## src/rtl/bp_pkg.sv

```systemverilog
// Shared encodings for the branch predictor / next-PC controller.
package bp_pkg;

    // next-PC mux select
    localparam logic [1:0] SEL_SEQ   = 2'd0;
    localparam logic [1:0] SEL_JAL   = 2'd1;
    localparam logic [1:0] SEL_REDIR = 2'd2;

    // 2-bit saturating counter values
    localparam logic [1:0] CTR_SNT = 2'b00;
    localparam logic [1:0] CTR_WNT = 2'b01;
    localparam logic [1:0] CTR_WT  = 2'b10;
    localparam logic [1:0] CTR_ST  = 2'b11;

    // flush sequencer states
    typedef enum logic [1:0] {
        ST_IDLE = 2'd0,
        ST_FL1  = 2'd1,
        ST_FL2  = 2'd2
    } fl_state_t;

    // saturating counter step toward the resolved outcome
    function automatic logic [1:0] ctr_next(input logic [1:0] c, input logic taken);
        if (taken)
            return (c == CTR_ST) ? c : c + 2'd1;
        else
            return (c == CTR_SNT) ? c : c - 2'd1;
    endfunction

endpackage

```

## src/rtl/btb_array.sv

```systemverilog
// Direct-mapped BTB storage: two async read ports (fetch lookup and
// resolve-side hit check) and one sync write port. Reads see the
// pre-write contents in the write cycle.
module btb_array
    import bp_pkg::*;
#(
    parameter int ENTRIES = 16,
    parameter int IDX_W   = $clog2(ENTRIES),
    parameter int TAG_W   = 30 - IDX_W
) (
    input  logic             clk,
    input  logic             rst,
    // fetch lookup port
    input  logic [IDX_W-1:0] rd_idx,
    output logic             rd_valid,
    output logic [TAG_W-1:0] rd_tag,
    output logic [31:0]      rd_target,
    output logic [1:0]       rd_ctr,
    // resolve-side read port
    input  logic [IDX_W-1:0] upd_idx,
    output logic             upd_valid,
    output logic [TAG_W-1:0] upd_tag,
    output logic [31:0]      upd_target,
    output logic [1:0]       upd_ctr,
    // write port (a write always marks the entry valid)
    input  logic             we,
    input  logic [IDX_W-1:0] wr_idx,
    input  logic [TAG_W-1:0] wr_tag,
    input  logic [31:0]      wr_target,
    input  logic [1:0]       wr_ctr
);

    logic [ENTRIES-1:0]            valid_q;
    logic [ENTRIES-1:0][1:0]       ctr_q;
    logic [ENTRIES-1:0][TAG_W-1:0] tag_q;
    logic [ENTRIES-1:0][31:0]      target_q;

    assign rd_valid   = valid_q[rd_idx];
    assign rd_tag     = tag_q[rd_idx];
    assign rd_target  = target_q[rd_idx];
    assign rd_ctr     = ctr_q[rd_idx];

    assign upd_valid  = valid_q[upd_idx];
    assign upd_tag    = tag_q[upd_idx];
    assign upd_target = target_q[upd_idx];
    assign upd_ctr    = ctr_q[upd_idx];

    // valid and counter state, cleared to weakly-not-taken on reset
    always_ff @(posedge clk) begin
        if (rst) begin
            for (int i = 0; i < ENTRIES; i++) begin
                valid_q[i] <= 1'b0;
                ctr_q[i]   <= CTR_WNT;
            end
        end else if (we) begin
            valid_q[wr_idx] <= 1'b1;
            ctr_q[wr_idx]   <= wr_ctr;
        end
    end

    // tag and target payload; meaningless while valid=0 so never reset
    always_ff @(posedge clk) begin
        if (we) begin
            tag_q[wr_idx]    <= wr_tag;
            target_q[wr_idx] <= wr_target;
        end
    end

endmodule

```

## src/rtl/branch_pred_ctrl.sv

```systemverilog
// Branch prediction and next-PC control: BTB lookup at IF, resolve and
// update at EX/MEM, mispredict redirect select and a two-cycle flush.
module branch_pred_ctrl
    import bp_pkg::*;
#(
    parameter int ENTRIES = 16,
    parameter int IDX_W   = $clog2(ENTRIES)
) (
    input  logic        clk,
    input  logic        rst,
    input  logic        stall,
    input  logic [31:0] if_pc,
    output logic        pred_taken,
    output logic [31:0] pred_target,
    input  logic        ex_valid,
    input  logic        ex_is_br,
    input  logic        ex_is_jal,
    input  logic [31:0] ex_pc,
    input  logic        ex_taken,
    input  logic [31:0] ex_target,
    input  logic        ex_pred_taken,
    input  logic [31:0] ex_pred_target,
    output logic [1:0]  sel,
    output logic [31:0] redirect_pc,
    output logic        flush,
    output logic [31:0] mispredict_cnt
);

    localparam int TAG_W = 30 - IDX_W;

    logic [IDX_W-1:0] if_idx, ex_idx;
    logic [TAG_W-1:0] if_tag, ex_tag;
    logic             rd_valid, upd_valid;
    logic [TAG_W-1:0] rd_tag, upd_tag;
    logic [31:0]      rd_target, upd_target;
    logic [1:0]       rd_ctr, upd_ctr;
    logic             we;
    logic [31:0]      wr_target;
    logic [1:0]       wr_ctr;
    logic             if_hit, upd_hit;
    logic             resolve, eff_taken, mispredict;
    fl_state_t        state;

    // byte-offset bits never address the BTB
    logic unused_pc_lsbs;
    assign unused_pc_lsbs = ^{if_pc[1:0], ex_pc[1:0]};

    assign if_idx = if_pc[IDX_W+1:2];
    assign if_tag = if_pc[31:IDX_W+2];
    assign ex_idx = ex_pc[IDX_W+1:2];
    assign ex_tag = ex_pc[31:IDX_W+2];

    btb_array #(.ENTRIES(ENTRIES), .IDX_W(IDX_W), .TAG_W(TAG_W)) u_btb (
        .clk        (clk),
        .rst        (rst),
        .rd_idx     (if_idx),
        .rd_valid   (rd_valid),
        .rd_tag     (rd_tag),
        .rd_target  (rd_target),
        .rd_ctr     (rd_ctr),
        .upd_idx    (ex_idx),
        .upd_valid  (upd_valid),
        .upd_tag    (upd_tag),
        .upd_target (upd_target),
        .upd_ctr    (upd_ctr),
        .we         (we),
        .wr_idx     (ex_idx),
        .wr_tag     (ex_tag),
        .wr_target  (wr_target),
        .wr_ctr     (wr_ctr)
    );

    // fetch-side prediction
    assign if_hit      = rd_valid && (rd_tag == if_tag);
    assign pred_taken  = if_hit && rd_ctr[1];
    assign pred_target = if_hit ? rd_target : if_pc + 32'd4;

    // resolve and mispredict; JAL is always taken and wins over a branch flag
    assign resolve    = ex_valid && (ex_is_br || ex_is_jal) && !stall;
    assign eff_taken  = ex_is_jal || ex_taken;
    assign mispredict = (ex_pred_taken != eff_taken) ||
                        (eff_taken && (ex_pred_target != ex_target));
    assign upd_hit    = upd_valid && (upd_tag == ex_tag);

    assign redirect_pc = eff_taken ? ex_target : ex_pc + 32'd4;

    // BTB write decision: JAL (over)writes strong-taken, branch hit steps the
    // counter keeping its target, taken branch miss allocates weak-taken
    always_comb begin
        we        = 1'b0;
        wr_target = ex_target;
        wr_ctr    = CTR_WT;
        if (resolve) begin
            if (ex_is_jal) begin
                we     = 1'b1;
                wr_ctr = CTR_ST;
            end else if (upd_hit) begin
                we        = 1'b1;
                wr_target = upd_target;
                wr_ctr    = ctr_next(upd_ctr, ex_taken);
            end else if (ex_taken) begin
                we = 1'b1;
            end
        end
    end

    // next-PC select; the JAL leg is unreachable but keeps the mux fully coded
    always_comb begin
        sel = SEL_SEQ;
        if (resolve && mispredict)
            sel = SEL_REDIR;
        else if (resolve && ex_is_jal && !ex_pred_taken)
            sel = SEL_JAL;
    end

    // flush sequencer: a mispredict (re)starts FL1, stall freezes it
    always_ff @(posedge clk) begin
        if (rst) begin
            state <= ST_IDLE;
            flush <= 1'b0;
        end else if (resolve && mispredict) begin
            state <= ST_FL1;
            flush <= 1'b1;
        end else if (!stall) begin
            case (state)
                ST_FL1:  begin state <= ST_FL2;  flush <= 1'b1; end
                ST_FL2:  begin state <= ST_IDLE; flush <= 1'b0; end
                default: begin state <= ST_IDLE; flush <= 1'b0; end
            endcase
        end
    end

    // saturating mispredict counter
    always_ff @(posedge clk) begin
        if (rst)
            mispredict_cnt <= 32'd0;
        else if (resolve && mispredict && (mispredict_cnt != 32'hFFFF_FFFF))
            mispredict_cnt <= mispredict_cnt + 32'd1;
    end

endmodule

```

## config.mk

```make
export PLATFORM = sky130hd
export DESIGN_NAME = branch_pred_ctrl
export DESIGN_NICKNAME = d
export VERILOG_FILES = /design/src/rtl/bp_pkg.sv /design/src/rtl/btb_array.sv /design/src/rtl/branch_pred_ctrl.sv
export SDC_FILE = /design/constraint.sdc
export NUM_CORES = 2
export LEC_CHECK = 0
export CORE_AREA = 5 5 295 297
export CTS_CLUSTER_SIZE = 40
export DETAILED_ROUTE_END_ITERATION = 7
export DIE_AREA = 0 0 300 302
export PLACE_DENSITY = 0.79
export SYNTH_ARGS = -nofsm -noshare
export SYNTH_HDL_FRONTEND = slang
export SYNTH_SLANG_ARGS = --single-unit
```

## constraint.sdc

```tcl
create_clock -name clk -period 8.9 [get_ports clk]
set_input_delay 2.67 -clock clk [delete_from_list [all_inputs] [get_ports clk]]
set_output_delay 2.67 -clock clk [all_outputs]
set_load 0.02 [all_outputs]
```

==> metrics.txt <==
pre-CTS setup slack=-0.0986 ns; power per cell area=roughly 180 mW/mm2; Worst Skew=roughly 0.032 ns; critical path launch point type=input port; commonest cells after routing, fill and taps aside=edfxtp_1 (928), mux4_2 (529), clkdlybuf4s50_1 (190); post-DR wirelength/cell=38.5 um; H-tree Lvls=3; CP Data Arrival Time=approximately 6.2 ns; Yosys reg bits=around 1,000; critical path type=in -> out; synthesized area=between 0.04 and 0.05 mm2; worst reg2reg path depth=10; unrepaired setup endpoints after global routing=no; Post-Synth Simple-Gate Area=0.0386; Synth Flop Type=edfxtp_1; switch share=0.239; average size of a mapped cell=about 18 um2; non-filler cells, final=~4,300; Post-synth EDFFs=slightly above 900; register area share after synthesis=0.593; HP Start=state[0]$_SDFFE_PP0P_; Skew-Pair Late Insertion Delay=between 0.6 and 0.7 ns; Post-DP HPWL=roughly 100 mm; total CTS buffers=100; sequential cell fraction of total power=0.494; die area=~0.09 mm2; Worst-Margin Slew=around 1.2 ns; aggregate global routing overflow=0; clock power share=0.397; CTS tree=built; via count=between 30,000 and 40,000; relative slew slack=0.228; gpl congestion=about 1; FF/Latch Area=just under 0.03 mm2; P_leak=between 15 and 20 nW; Synth Area in Adders=0.00191; Final WS setup=between 0.015 and 0.02 ns; Final nets=approximately 3,200; final-report setup violation count=0; area taken by multi-input logic gates=0.0192 mm2; CP required=~6.2 ns; fin util=0.687; Port Buffer Count=around 230; largest net degree at the start of global routing=just under 100; Netlist cell types=75; most common cell after layout, fill and taps aside=edfxtp_1; FF-to-FF Start=u_btb.tag_q[399]$_DFFE_PP_; Core Area=around 0.084 mm2; fin crit period=between 8 and 9 ns; Max Fclk=about 110 MHz; worst hold margin=0.468 ns; period utilisation layout=0.998; gr usage total=0.361; WL final=roughly 160 mm; Int Power=slightly above 8 mW; Setup crit start=ex_pc[7]; Psw=between 2 and 3 mW; capturing point of the worst reg2reg path=u_btb.target_q[419]$_DFFE_PP_; fillers=5,233; setup TNS=0 ns; Power Total=approximately 11 mW; Post-route DRC=0; # hold bufs at CTS=0; Sink Count=1,011; CTS clk-pin slew, worst paths=0.06 ns; complex-gate fraction of the synthesized area=0.0352; post-route ant nets=0; Vert. Die Dim=between 300 and 400 um; design area=0.0579 mm2; Hold Vio Cnt, Final=0; antenna violations before repair=8; min-delay worst type=reg -> reg; Synthesis Warnings=0; Mapped Nets=2,900; first-pass GRT wire length=233 mm; Max Cap Viol=0; CP max FO=4; CP endpoint=redirect_pc[30]; I/O pins=around 240; crit end category=primary output; area grow syn2layout=16.4%; vias in the first global route=32,573; xor/xnor share of the synthesized area=0.0269; Post-Syn Instances=around 2,800; Max Transition Viols Final=0; setup repair bufs after CTS=0; status=complete, no violations; reg-to-reg setup timing slack=approximately 4.5 ns; Max VDD drop=0.180 mV; post-synthesis mux area share=0.282; Gate power share=0.109; share of flip-flops with an asynchronous set or reset=0; Starting Density=0.590; Vias/cell=7.61; clock root buffer=clkbuf_16; share of layout cells above drive strength 1=0.303; Placement Cell Area=between 0.05 and 0.06 mm2; placed cells=between 4,000 and 5,000; die width=about 300 um; row count=approximately 110; DRT Pass-1 Iters=6; Starting DRT DRC Count=5,259; largest family of logic cells by synthesized area=multiplexers; CTS Buffer Depth=3
power by group through the flow:
| stage | Sequential (mW) | Clock (mW) | Combinational, mW |
|---|---|---|---|
| after global placement | 5.33 | 0 | 1.10 |
| after CTS | 5.24 | 4.22 | 1.13 |
| after global routing | 5.24 | 4.45 | 1.18 |
| final | 5.24 | 4.21 | 1.15 |
| after detailed placement | 5.34 | 0 | 1.12 |
| after floorplan | 5.33 | 0 | 0.641 |
sequential cells by signal, summed over array words and instances, names as in the netlist:
signal,count
u_btb.tag_q,416
mispredict_cnt,32
u_btb.valid_q,16
flush,1
u_btb.ctr_q,32
state,2
u_btb.target_q,512
worst min-delay path by stage:
stage                             to  slack (ns)  cells past startpoint
6_report       state[0]$_SDFFE_PP0P_        0.47                      2
5_1_grt        state[1]$_SDFFE_PP0N_        0.50                      2
4_1_cts        state[0]$_SDFFE_PP0P_        0.47                      2
3_5_place_dp   state[0]$_SDFFE_PP0P_        0.46                      2
3_3_place_gp   state[0]$_SDFFE_PP0P_        0.44                      2
2_1_floorplan  state[0]$_SDFFE_PP0P_        0.44                      2
Yosys cell counts (all sizes together), types with 6 or more instances:
library cell	n	area, um2
and3	15	93.8
a22oi	35	263
xnor2	113	990
dfxtp	83	1660
a21oi	45	360
o21ai	56	280
nor4	8	50.1
or3	16	100
and4	6	52.6
xor2	40	350
mux2	76	856
nor3	21	105
a31oi	10	62.6
nand4	41	272
mux4	529	11900
and2	9	56.3
ha	6	75.1
inv	33	124
buf	111	656
nand3	54	270
nor2	80	308
nor2b	8	50.1
nand2	120	450
edfxtp	928	27900
clkbuf	85	319
mux2i	126	1260
o21a	17	128
o221a	17	191
metal layers:
metal  vias to the layer above  wire length [um]  track usage
li1                      12257                 -            -
met1                     16600             55000        0.483
met2                      3009             74600        0.547
met3                       633             24200        0.107
met4                         4             10500        0.186
met5                         -                27            0
critical path, stage by stage:
cell	delay, ns
clkdlybuf4s50_1	0.59
nand3_1	0.37
nor3_1	0.44
and2_1	0.31
nand3_1	0.19
nor2_1	0.24
nand2_1	0.09
xor2_1	0.15
buf_4	0.16
o21ai_2	0.31
clkdlybuf4s50_1	0.69
logic make-up (layout without fill, tap and decap cells):
group,count (synthesis),count (layout)
DFF,1011,1011
muxes,731,731
and+or+nand+nor,394,394
AOI/OAI and AO/OA,231,231
buffers and inverters,229,645
xor gates and xnor gates,153,153
adders and majority gates,8,8
other,1,8
timing repair:
item | 4_1_cts | 5_1_grt
gates resized for setup | 5 | 34
setup endpoints to repair | 33 | 32
pin swaps | 0 | 0
area by class of cell:
type                    instances  area share
clock buffers                 125      0.0455
diodes                          7    0.000302
well taps                    1090      0.0235
clock inverters                62      0.0101
repair buffers                425      0.0768
flip-flops and latches       1011       0.510
inverters                      33     0.00218
multi-input cells            1518       0.332
Note: power is estimated with default switching activity, not from simulation.
